<file path="config.mk">
export PLATFORM = sky130hd
export DESIGN_NAME = mem_arbiter
export DESIGN_NICKNAME = d
export VERILOG_FILES = /design/src/rtl/cpu_types_pkg.sv /design/src/rtl/arb_perf_counters.sv /design/src/rtl/mem_arbiter.sv
export SDC_FILE = /design/constraint.sdc
export NUM_CORES = 1
export LEC_CHECK = 0
export CORE_AREA = 2 2 105 107
export CTS_BUF_LIST = sky130_fd_sc_hd__clkbuf_8
export DETAILED_ROUTE_END_ITERATION = 7
export DIE_AREA = 0 0 107 109
export PLACE_DENSITY_LB_ADDON = 0.25
export SLEW_MARGIN = 25
export SYNTH_ARGS = -nofsm -noshare
export SYNTH_HDL_FRONTEND = slang
export SYNTH_SLANG_ARGS = --single-unit
</file>
<file path="constraint.sdc">
create_clock -name CLK -period 3.8 [get_ports CLK]
set_input_delay 0.76 -clock CLK [delete_from_list [all_inputs] [get_ports CLK]]
set_output_delay 0.76 -clock CLK [all_outputs]
set_load 0.02 [all_outputs]
</file>
<file path="src/rtl/cpu_types_pkg.sv">
// Shared CPU datapath types: RAM word and status, plus the memory arbiter grant state.
package cpu_types_pkg;

    typedef logic [31:0] word_t;

    typedef enum logic [1:0] {
        FREE   = 2'd0,
        BUSY   = 2'd1,
        ACCESS = 2'd2,
        ERROR  = 2'd3
    } ramstate_t;

    typedef enum logic [1:0] {
        IDLE = 2'd0,
        IACC = 2'd1,
        DACC = 2'd2
    } arb_state_t;

endpackage

</file>
<file path="src/rtl/arb_perf_counters.sv">
// Free-running wrap-around grant and instruction-stall counters for the memory arbiter.
module arb_perf_counters #(
    parameter int CNT_W = 32
) (
    input  logic             CLK,
    input  logic             nRST,
    input  logic             icomplete,
    input  logic             dcomplete,
    input  logic             istall,
    output logic [CNT_W-1:0] igrant_cnt,
    output logic [CNT_W-1:0] dgrant_cnt,
    output logic [CNT_W-1:0] stall_cnt
);

    logic [CNT_W-1:0] igrant_cnt_q, igrant_cnt_d;
    logic [CNT_W-1:0] dgrant_cnt_q, dgrant_cnt_d;
    logic [CNT_W-1:0] stall_cnt_q, stall_cnt_d;

    always_comb begin
        igrant_cnt_d = igrant_cnt_q + CNT_W'(icomplete);
        dgrant_cnt_d = dgrant_cnt_q + CNT_W'(dcomplete);
        stall_cnt_d  = stall_cnt_q + CNT_W'(istall);
    end

    always_ff @(posedge CLK or negedge nRST) begin
        if (!nRST) begin
            igrant_cnt_q <= '0;
            dgrant_cnt_q <= '0;
            stall_cnt_q  <= '0;
        end else begin
            igrant_cnt_q <= igrant_cnt_d;
            dgrant_cnt_q <= dgrant_cnt_d;
            stall_cnt_q  <= stall_cnt_d;
        end
    end

    assign igrant_cnt = igrant_cnt_q;
    assign dgrant_cnt = dgrant_cnt_q;
    assign stall_cnt  = stall_cnt_q;

endmodule

</file>
<file path="src/rtl/mem_arbiter.sv">
// Shares one RAM port between instruction fetch and data access; data wins unless the
// instruction side has waited STARVE_LIMIT data grants. ARB_PERF_EN adds perf counters.
module mem_arbiter
    import cpu_types_pkg::*;
#(
    parameter int STARVE_LIMIT = 4,
    parameter int CNT_W        = 32
) (
    input  logic             CLK,
    input  logic             nRST,
    input  logic             iREN,
    input  word_t            iaddr,
    output logic             iwait,
    output word_t            iload,
    input  logic             dREN,
    input  logic             dWEN,
    input  word_t            daddr,
    input  word_t            dstore,
    output logic             dwait,
    output word_t            dload,
    output logic             ramREN,
    output logic             ramWEN,
    output word_t            ramaddr,
    output word_t            ramstore,
    input  word_t            ramload,
    input  ramstate_t        ramstate
`ifdef ARB_PERF_EN
    ,
    output logic [CNT_W-1:0] igrant_cnt,
    output logic [CNT_W-1:0] dgrant_cnt,
    output logic [CNT_W-1:0] stall_cnt
`endif
);

    localparam int SW = $clog2(STARVE_LIMIT + 1);
    localparam logic [SW-1:0] STARVE_MAX = SW'(STARVE_LIMIT);

    arb_state_t    state_q, state_d;
    logic [SW-1:0] starve_cnt_q, starve_cnt_d;
    logic          dreq;
    logic          icomplete;
    logic          dcomplete;

    assign dreq  = dREN | dWEN;
    assign iload = ramload;
    assign dload = ramload;

    // RAM strobes and waits are decoded from the registered grant so a withdrawn
    // request or an ACCESS response takes effect in the same cycle.
    always_comb begin
        state_d      = state_q;
        starve_cnt_d = starve_cnt_q;
        ramREN       = 1'b0;
        ramWEN       = 1'b0;
        ramaddr      = '0;
        ramstore     = '0;
        iwait        = 1'b1;
        dwait        = 1'b1;
        icomplete    = 1'b0;
        dcomplete    = 1'b0;
        case (state_q)
            IDLE: begin
                if (dreq && !(iREN && starve_cnt_q == STARVE_MAX)) state_d = DACC;
                else if (iREN)                                     state_d = IACC;
            end
            IACC: begin
                ramREN  = iREN;
                ramaddr = iaddr;
                if (!iREN || ramstate == ERROR) begin
                    state_d = IDLE;
                end else if (ramstate == ACCESS) begin
                    icomplete = 1'b1;
                    iwait     = 1'b0;
                    state_d   = IDLE;
                end
            end
            DACC: begin
                ramWEN   = dWEN;
                ramREN   = dREN & ~dWEN;
                ramaddr  = daddr;
                ramstore = dstore;
                if (!dreq || ramstate == ERROR) begin
                    state_d = IDLE;
                end else if (ramstate == ACCESS) begin
                    dcomplete = 1'b1;
                    dwait     = 1'b0;
                    state_d   = IDLE;
                end
            end
            default: state_d = IDLE;
        endcase

        if (icomplete) begin
            starve_cnt_d = '0;
        end else if (dcomplete) begin
            if (!iREN)                          starve_cnt_d = '0;
            else if (starve_cnt_q != STARVE_MAX) starve_cnt_d = starve_cnt_q + SW'(1);
        end
    end

    always_ff @(posedge CLK or negedge nRST) begin
        if (!nRST) begin
            state_q      <= IDLE;
            starve_cnt_q <= '0;
        end else begin
            state_q      <= state_d;
            starve_cnt_q <= starve_cnt_d;
        end
    end

`ifdef ARB_PERF_EN
    arb_perf_counters #(
        .CNT_W (CNT_W)
    ) u_perf (
        .CLK        (CLK),
        .nRST       (nRST),
        .icomplete  (icomplete),
        .dcomplete  (dcomplete),
        .istall     (iREN & iwait),
        .igrant_cnt (igrant_cnt),
        .dgrant_cnt (dgrant_cnt),
        .stall_cnt  (stall_cnt)
    );
`endif

endmodule
</file>
==> results.md <==
Placed design:
- In this run the tool buffered the top-level ports with 170 buffer cells.
- Detailed placement finished with a half-perimeter wire length of ~5300 µm.
- At the end of routability-driven placement, the weighted congestion stood at around 0.84.

STA:
- The final worst-path cycle share is ~83%.
- The final-report max-slew violation count came to 0.
- The post-route setup TNS is 0 ns.
- For this run, the top clock speed supported by timing is ~320 MHz.
- The transition time at the pin with the least slew margin is approximately 0.58 ns.
- The total count of hold-check failures in the final report is 0.
- Setup repair after global routing left no endpoint under its margin.
- Hold timing on the final database bottoms out at a slack of between 0.5 and 0.6 ns.
- Setup violations remaining at the end of the flow were counted as 0.
- Across the routed clock network, the largest skew measured is 0.000252 ns.
- The final period demand of the worst path is between 3 and 4 ns.
- In this run the tightest slew margin relative to its limit is around three fifths.

Logic synthesis:
- The synthesized area divided by synthesized cell count is 7.29 µm².
- The count of yosys warnings during synthesis is 0.
- After synthesis the cells add up to between 1500 and 2000 µm².
- The fraction of synthesized area in multiplexers is 0%.
- The share of the synthesized area in compound gates (AO/OA/AOI/OAI) is 21.1%.
- The number of nets in the synthesized netlist is ~360.
- By area, the combinational part of the netlist is dominated by buffers and inverters.
- The synthesized design contains 5 register bits.
- Summing the areas of all xor and xnor instances in the mapped netlist gives 0% of the synthesized area.
- After synthesis, flip-flops and latches occupy under 10% of the total area.
- The count of mapped cells out of synthesis is ~220.
- The adder-cell share of the synthesized area is around 4.6%.
- Synthesis instantiated 29 different standard cells from the library.
- The area fraction in and, or, nand and nor cells after synthesis is 31.4%.

Power and ir drop:
- The sequential fraction of design power is ~6.0%.
- The reported net switching power is between 0.0007 and 0.0008 W.
- The highest ir drop seen on vdd is between 0.3 and 0.4 mV.
- For this design the static power due to leakage is between 1 and 1.5 nW.
- For this design the ratio of total power to cell area is 511 nW/µm².
- The internal portion of total power is roughly 0.00084 W.
- The fraction of power consumed by combinational cells is about nine tenths.
- The proportion of total power due to net switching is between 40 and 50%.
- Of the total power, the clock network draws 5.9%.

Die:
- The initial utilization of the core area, before any placement, comes to 15.3%.
- The die covers 11700 µm².
- The region available for standard cell placement spans 10600 µm².
- The die is 109 µm tall.
- The I/O pin count is ~270.
- From left edge to right edge, the die measures between 100 and 150 µm.
- The number of rows created at floorplan is 38.

Finish:
- Leaving out fill and tap cells, the most frequent cell in the layout is sky130_fd_sc_hd__clkdlybuf4s50_1.
- The count of antenna diodes in the layout is 0.
- Relative to the synthesized area, the layout overhead comes to 87.1%.
- The number of nets at the end of the flow is between 400 and 500.
- The library cells used most frequently in the layout, excluding fill and tap cells, are sky130_fd_sc_hd__clkdlybuf4s50_1, sky130_fd_sc_hd__and2_1, sky130_fd_sc_hd__nor2b_1, sky130_fd_sc_hd__a22oi_1, sky130_fd_sc_hd__inv_1.
- The post-route netlist has under 10% of its cells at a drive strength greater than 1.
- After filler insertion, the fill cell instance count of the layout stands at between 1000 and 1500.

GRT:
- The via count of the first global-routing pass came to approximately 1800.
- The initial antenna violation count is 0.
- The residual overflow from global routing is 0.
- Entering global routing, the biggest net connects 43 pins.
- Across every metal layer, demand over resource in global routing totals 9.74%.
- The first-pass GRT wire length is ~9200 µm.

Worst hold path:
- The start point of the worst hold path is starve_cnt_q[0].
- The number of stages on the worst hold path is 1.
- The class of the worst hold path is flop to flop.

Setup path:
- The slowest stage of the critical path belongs to the cell sky130_fd_sc_hd__clkdlybuf4s50_1.
- The delay of the slowest cell on the worst path is around 0.63 ns.
- The family of cells with the greatest summed delay on the critical path is buffers and inverters.
- The critical path goes through inv_1 > ha_1 > buf_4 > a22oi_1 > nor2b_1 > clkdlybuf4s50_1.
- The path length in cells of the critical path is 6.
- The critical path contains buffers and inverters numbering 3 combined.
- STA puts the critical path data arrival time at about 2.4 ns.
- STA classifies the critical path endpoint as an output port.
- Data on the critical path is required at its endpoint by 3.04 ns.
- In this run the worst setup path begins at state_q[1].
- In this run the worst path has a maximum fanout of 15.
- The worst register-to-register path begins at state_q[1].
- The worst setup path is of the flop to output port kind.
- The worst setup path is launched from a flop.
- For the worst flop-to-flop path, the logic depth is 7.

Detailed routing:
- Dividing the detail-routed wire length by the instance count gives 13.9 µm.
- The remaining antenna violation count after routing is 0.
- The detailed router placed approximately 1800 vias in this run.
- The number of DRC markers in iteration 0 is roughly 110.
- The number of iterations in the first detailed-routing pass is 4.
- Using the TritonRoute via totals, the vias-per-cell ratio works out to slightly below 4.
- The DRC violation count after routing is 0.
- The final layout contains routed wiring with a total length of 6410 µm.

CTS:
- The worst-case clock buffer depth is 2.
- The buffer count from post-CTS setup fixing is 0.
- The clock root buffer master is sky130_fd_sc_hd__clkbuf_8.
- The clock reaches the later pin of the worst-skew pair after between 0.2 and 0.25 ns.
- The tree built by TritonCTS fans out to 5 sinks.
- The number of hold buffers added after CTS is 0.
- The number of instances resized during post-cts repair is 0.
- In this run, CTS created clock tree buffers numbering 3.
- Clock-pin slew was measured on the worst setup and hold paths at ~0.03 ns.
- The maximum level of the CTS H-tree is 1.
- TritonCTS built the clock tree.

Outcome:
- The flow ran to the end, and the final reports show no timing, DRC or antenna violations.

Job:
- The tool flagged a number of max-cap violations equal to 0.
-- worst reg2reg max path: cells and delay by family (launching register included) --
family / cells / cell delay (ns)
compound gates: 2 / 0.22
fa+ha+maj: 1 / 0.53
buf+inv: 2 / 0.20
flops: 1 / 0.40
simple gates: 2 / 0.37
-- kinds of logic after synthesis --
group / Yosys count
buffers and inverters: 85
and+or+nand+nor: 82
AOI/OAI and AO/OA: 45
adders and majority gates: 6
DFF: 5
-- per-stage QoR --
stage	power (W)	setup slack, ns	cells	instance area [µm²]	utilization, %
final	0.00156	0.651	462	3040	28.7
after global routing	0.00168	0.463	462	3040	28.7
after CTS	0.00158	0.625	462	3040	28.7
after detailed placement	0.00148	0.640	458	3000	28.3
after global placement	0.00148	0.669	458	3000	28.3
after floorplan	0.000945	1.57	223	1630	-
-- power groups by stage --
stage / clock network [W] / logic (W) / registers [W]
floorplan: 0 / 0.000856 / 0.0000896
global placement: 0 / 0.00138 / 0.0000930
detailed placement: 0 / 0.00139 / 0.0000941
CTS: 0.0000951 / 0.00139 / 0.0000934
global route: 0.000101 / 0.00148 / 0.0000973
finish: 0.0000921 / 0.00137 / 0.0000937
-- sequential cells by signal, summed over array words and instances (netlist names) --
signal        cells
state_q           2
starve_cnt_q      3
-- final timing paths --
kind	end	slack (ns)
max	ramaddr[2]	0.65
min	starve_cnt_q[0]	0.52
max reg2reg	starve_cnt_q[0]	1.95
min reg2reg	starve_cnt_q[0]	0.52
max in group asynchronous	state_q[0]	2.84
min in group asynchronous	starve_cnt_q[0]	0.77
-- cells in the mapped netlist, drive strengths merged --
cell type  instances  share of area (%)
buf               73                 32
and2              34                 13
nor2b             33                 13
a22oi             32                 15
clkbuf             6                1.4
ha                 6                4.6
inv                6                1.4
dfrtp              5                7.7
nand2              3               0.69
nor2               3               0.69
a21o               2               0.92
nand3b             2               0.92
nor4b              2                1.1
o21ai              2               0.85
o311ai             2                1.1
a211o              1               0.54
a211oi             1               0.46
a21boi             1               0.46
a31oi              1               0.38
and3               1               0.38
nand2b             1               0.38
nand4b             1               0.54
nor3               1               0.31
nor4bb             1               0.62
o2111a             1               0.69
o21a               1               0.46
o31ai              1               0.46
-- layer usage --
metal / track usage (%) / part of all wire (%)
met2: 19.3 / 56
met5: 0 / 0
met1: 10.2 / 35
met3: 2.15 / 7.4
met4: 2.69 / 1.1
-- layout make-up --
cell class	instances	area (µm²)	share of cell area [%]
timing repair buffer	174	1740	57.3
sequential	5	125	4.11
multi-input combinational	133	931	30.6
clock buffer	3	41.3	1.36
tap	140	175	5.76
clock inverter	1	3.75	0.123
inverter	6	22.5	0.740
No activity file was read; power rests on OpenSTA's default activity.
